File: src/rtl/traffic_light_timer.sv
`default_nettype none
// ============================================================================
// Module   : traffic_light_timer
// Purpose  : Per-phase countdown timer with 1 s prescaler, expiry pulses and
//            BCD display digits for the traffic-light phase FSM.
// Revision : 1.0 - initial release
// ============================================================================
module traffic_light_timer #(
    parameter int TICK_DIV    = 50_000_000,
    parameter int GREEN_TIME  = 30,
    parameter int YELLOW_TIME = 3,
    parameter int RED_TIME    = 20
) (
    input  logic       clk,
    input  logic       rst_n,
    input  logic       state_green,
    input  logic       state_yellow,
    input  logic       state_red,
    output logic       green_end,
    output logic       yellow_end,
    output logic       red_end,
    output logic [6:0] remaining,
    output logic [3:0] remaining_tens,
    output logic [3:0] remaining_units,
    output logic       phase_fault
);

    localparam int PW = $clog2(TICK_DIV);

    localparam logic [PW-1:0] c_presc_max = PW'(TICK_DIV - 1);
    localparam logic [2:0]    c_ph_green  = 3'b100;
    localparam logic [2:0]    c_ph_yellow = 3'b010;
    localparam logic [2:0]    c_ph_red    = 3'b001;

    logic [PW-1:0] r_presc;
    logic [6:0]    r_cnt;
    logic [2:0]    r_phase_q;
    logic          r_green_end;
    logic          r_yellow_end;
    logic          r_red_end;
    logic          r_fault;

    logic [2:0]    w_phase;
    logic          w_valid;
    logic          w_load;
    logic [6:0]    w_duration;
    logic [3:0]    w_tens;
    logic [3:0]    w_units;

    assign w_phase = {state_green, state_yellow, state_red};
    assign w_valid = (w_phase == c_ph_green) || (w_phase == c_ph_yellow) ||
                     (w_phase == c_ph_red);
    assign w_load  = w_valid && (w_phase != r_phase_q);

    always_comb begin
        w_duration = 7'd0;
        case (w_phase)
            c_ph_green:  w_duration = 7'(GREEN_TIME);
            c_ph_yellow: w_duration = 7'(YELLOW_TIME);
            c_ph_red:    w_duration = 7'(RED_TIME);
            default:     w_duration = 7'd0;
        endcase
    end

    always_ff @(posedge clk or negedge rst_n) begin
        if (!rst_n) begin
            r_presc      <= '0;
            r_cnt        <= 7'd0;
            r_phase_q    <= 3'b000;
            r_green_end  <= 1'b0;
            r_yellow_end <= 1'b0;
            r_red_end    <= 1'b0;
            r_fault      <= 1'b0;
        end else begin
            r_green_end  <= 1'b0;
            r_yellow_end <= 1'b0;
            r_red_end    <= 1'b0;
            if (!w_valid) begin
                // Clearing phase_q makes the next valid phase reload from scratch.
                r_presc   <= '0;
                r_cnt     <= 7'd0;
                r_phase_q <= 3'b000;
                r_fault   <= 1'b1;
            end else begin
                r_fault <= 1'b0;
                if (w_load) begin
                    r_presc   <= '0;
                    r_cnt     <= w_duration;
                    r_phase_q <= w_phase;
                end else if (r_cnt != 7'd0) begin
                    if (r_presc == c_presc_max) begin
                        r_presc <= '0;
                        r_cnt   <= r_cnt - 7'd1;
                        if (r_cnt == 7'd1) begin
                            r_green_end  <= r_phase_q[2];
                            r_yellow_end <= r_phase_q[1];
                            r_red_end    <= r_phase_q[0];
                        end
                    end else begin
                        r_presc <= r_presc + 1'b1;
                    end
                end
            end
        end
    end

    // Divide-by-10 via a comparator ladder; units use mod-16 arithmetic since
    // the true remainder always fits in four bits.
    always_comb begin
        w_tens = 4'd0;
        for (int k = 1; k <= 9; k++) begin
            if (r_cnt >= 7'(k * 10)) begin
                w_tens = 4'(k);
            end
        end
        w_units = r_cnt[3:0] - (w_tens * 4'd10);
    end

    assign green_end       = r_green_end;
    assign yellow_end      = r_yellow_end;
    assign red_end         = r_red_end;
    assign remaining       = r_cnt;
    assign remaining_tens  = w_tens;
    assign remaining_units = w_units;
    assign phase_fault     = r_fault;

endmodule
`default_nettype wire

File: config.mk
export PLATFORM = sky130hd
export DESIGN_NAME = traffic_light_timer
export DESIGN_NICKNAME = d
export VERILOG_FILES = /design/src/rtl/traffic_light_timer.sv
export SDC_FILE = /design/constraint.sdc
export NUM_CORES = 1
export LEC_CHECK = 0
export CAP_MARGIN = 20
export CORE_ASPECT_RATIO = 0.6
export CORE_MARGIN = 4
export CORE_UTILIZATION = 50
export DETAILED_ROUTE_END_ITERATION = 7
export PLACE_DENSITY = 0.71
export SYNTH_ARGS = -nofsm -noshare
export SYNTH_HDL_FRONTEND = slang
export SYNTH_SLANG_ARGS = --single-unit
File: constraint.sdc
create_clock -name clk -period 5.1 [get_ports clk]
set_input_delay 1.02 -clock clk [delete_from_list [all_inputs] [get_ports clk]]
set_output_delay 1.02 -clock clk [all_outputs]
set_load 0.1 [all_outputs]
==> run metrics, run 1 <==
critical path startpoint category flop; Synth Instances 278; chip height 62.7 um; worst endpoint data arrival time 3.54 ns; clock skew 0.0130 ns; Die Footprint 0.00622 sq mm; Synth area leader dfrtp_1; Worst-path clk slew 0.08 ns; # resized after CTS 0; # rows 19; most frequent cells in the layout 39 x dfrtp_1, 25 x a21oi_1, 23 x nor2_1, 20 x nand2_1, 19 x clkdlybuf4s50_1; number of non-filler instances in the completed layout 359; drt pass-1 iters 5; Final Util 0.605; Register-to-Register Path Depth 5; clk_lat worst skew 0.29 ns; leading cell type in the layout, fill and taps excluded dfrtp_1; Final Hold Fails 0; r2r startpoint r_presc[10]; Syn. warnings 0; synthesized area per cell 8.97 sq um; #FFs+latches synth 40; Worst Hold Class reg2reg; Area Overhead vs Synth 13.5%; Comb pwr share 0.299; initial antenna violation count 0; IO Count 24; CTS Buf Count 5; period utilization 0.895; # setup viols final 0; Slowest cell on crit path dfrtp_1; Post-DRT Antenna Nets 0; slowest stage delay, CP 0.67 ns; first-pass GRT wire length 10200 um; drc violations 0; unrepaired setup endpoints after global routing false; Post-CTS Hold Buffers 0; hold depth 2; GPL Wtd Cong 0.874; routed vias/inst 6.13; Crit Path Category reg2out; routed wire length per instance 16.6 um; share of cells above drive strength 1 0.0912; CTS tree done; vias in the first global route 2023; starting density of the core 0.533; MaxCap Viol Count 0; leakage power 1.06 nW; CTS H-Tree Depth 2; number of flops mapped to enable cells by yosys 0; power share of the sequential group 0.437; sw frac 0.380; critical path required time 4.08 ns; final net count 306; synthesized area 0.00249 sq mm; dpl cells 351; fmax 0.219 GHz; Core ar. 0.00468 sq mm; Yosys cell types 51; status finished clean; most frequent CP cell xnor2_1; HPWL Detailed 4280 um; R2R Path End remaining[1]; largest net degree at the start of global routing 41; post-synth top area share 0.401; DRT Wirelength 5950 um; switching pwr 291 uW; Hold Path Sink r_presc[6]; CP endpoint kind output port; worst-case clock buffer depth 2; via count 2199; Internal Power 475 uW; clock share of power 0.263; worst slew pin tran 0.973 ns; Synth area leaders dfrtp_1 40%, a21oi_1 5.0%, xor2_1 3.5%; Worst Path Buf+Inv 1; Die Wd 99.2 um; P per Cell Area 271 mW/mm^2; sequential area share after synthesis 0.401; Reg2Reg Setup Slack 1.98 ns; Synth async-reset ratio 1.00; VDD IR-drop max 0.165 mV; Sinks on Clock Net 40; grt ovf 0; post-CTS setup buffers 0; total track usage 0.203; worst-path cell chain or3b_2 -> a21oi_1 -> o21ai_0 -> a22o_2 -> ha_1 -> fa_1 -> xnor2_1 -> xnor2_1 -> xor2_4 -> buf_4; worst-path fanout max 17; Final TNS setup 0 ns; delay-heaviest family, CP flip-flops; hold_sp r_presc[6]; Tmin final 4.56 ns; number of port buffers 23; Top FF cell, synth dfrtp_1; post-synth net total 289; ant diodes 0; Final Max Slew Viols 0; drt initial violations 240; Slew headroom 0.349; CTS root buffer clkbuf_8
[cells in the mapped netlist (4+ instances only)]
cell type  number
nand4_1         9
clkbuf_1        8
or3_1          10
xnor2_1         4
and2_1          4
nand2b_1        4
nand2_1        20
nand3_1        13
or4_1          11
ha_1            5
nor3_1          8
nor2_1         23
dfrtp_1        40
a21oi_1        25
o21ai_0        10
xor2_1         10
o31ai_1        11
inv_1          12
[power by group through the flow]
stage / sequential (mW) / clock (mW) / combinational [mW]
6_report: 0.335 / 0.202 / 0.229
5_1_grt: 0.337 / 0.225 / 0.243
4_1_cts: 0.335 / 0.208 / 0.230
3_5_place_dp: 0.341 / 0 / 0.230
3_3_place_gp: 0.341 / 0 / 0.229
2_1_floorplan: 0.366 / 0 / 0.153
[flip-flops by register name (all words and copies together) (netlist names)]
name and cells:
r_presc 26, remaining 7, r_phase_q 3, green_end 1, phase_fault 1, red_end 1
yellow_end 1
[final cells by class]
cell class                 instances  area (sq um)
clock inverter                     1          5.00
sequential                        40          1000
timing repair buffer              25           233
multi-input combinational        211          1390
clock buffer                       7          76.3
fill                             414          1850
inverter                          12          45.0
tap                               63          78.8
[through the flow]
stage / setup slack [ns] / total power, mW / instance area, sq um / hold slack, ns
after floorplan: 0.104 / 0.518 / 2520 / 0.497
after global placement: 0.890 / 0.570 / 2750 / 0.515
after detailed placement: 0.855 / 0.571 / 2750 / 0.528
after CTS: 0.536 / 0.772 / 2830 / 0.545
after global routing: 0.334 / 0.805 / 2830 / 0.563
final: 0.537 / 0.767 / 2830 / 0.548
[cells by family after synthesis]
| family | synth area share |
|---|---|
| AOI/OAI and AO/OA | 0.158 |
| and+or+nand+nor | 0.293 |
| adders and majority gates | 0.0371 |
| xor gates and xnor gates | 0.0491 |
| DFF | 0.401 |
| muxes | 0.00853 |
| buffers and inverters | 0.0527 |
[tightest hold or removal path, stage by stage (launching register included)]
cell and delay (ns):
dfrtp_1 0.36, xor2_1 0.07, nor2_1 0.07
[routing by layer]
layer	global-route usage	wire length, um	share of wire	up-vias
li1	-	-	-	1067
met1	0.328	3040	0.51	1046
met2	0.260	2370	0.40	82
met3	0.0602	511	0.086	4
met4	0.0443	31	0.0052	0
met5	0	0	0	-
[worst max-delay path by stage]
| stage | end | cells after the start | from | slack [ns] |
|---|---|---|---|---|
| after CTS | remaining_units[3] | 10 | remaining[3] | 0.54 |
| after global routing | remaining_units[3] | 10 | remaining[3] | 0.33 |
| after detailed placement | remaining_units[3] | 10 | remaining[3] | 0.85 |
| after global placement | remaining_units[3] | 10 | remaining[3] | 0.89 |
| final | remaining_units[3] | 10 | remaining[3] | 0.54 |
| after floorplan | remaining_units[3] | 10 | remaining[1] | 0.10 |
(Power assumes the default switching activity.)
==> run 2, diff against run 1 <==
--- a/config.mk
+++ b/config.mk
@@ -11,6 +11,7 @@
 export CORE_UTILIZATION = 50
 export DETAILED_ROUTE_END_ITERATION = 7
 export PLACE_DENSITY = 0.71
+export SLEW_MARGIN = 0
 export SYNTH_ARGS = -nofsm -noshare
 export SYNTH_HDL_FRONTEND = slang
 export SYNTH_SLANG_ARGS = --single-unit
==> results of run 2 <==
No change in the layout: final DEF, timing and power equal those of run 1.
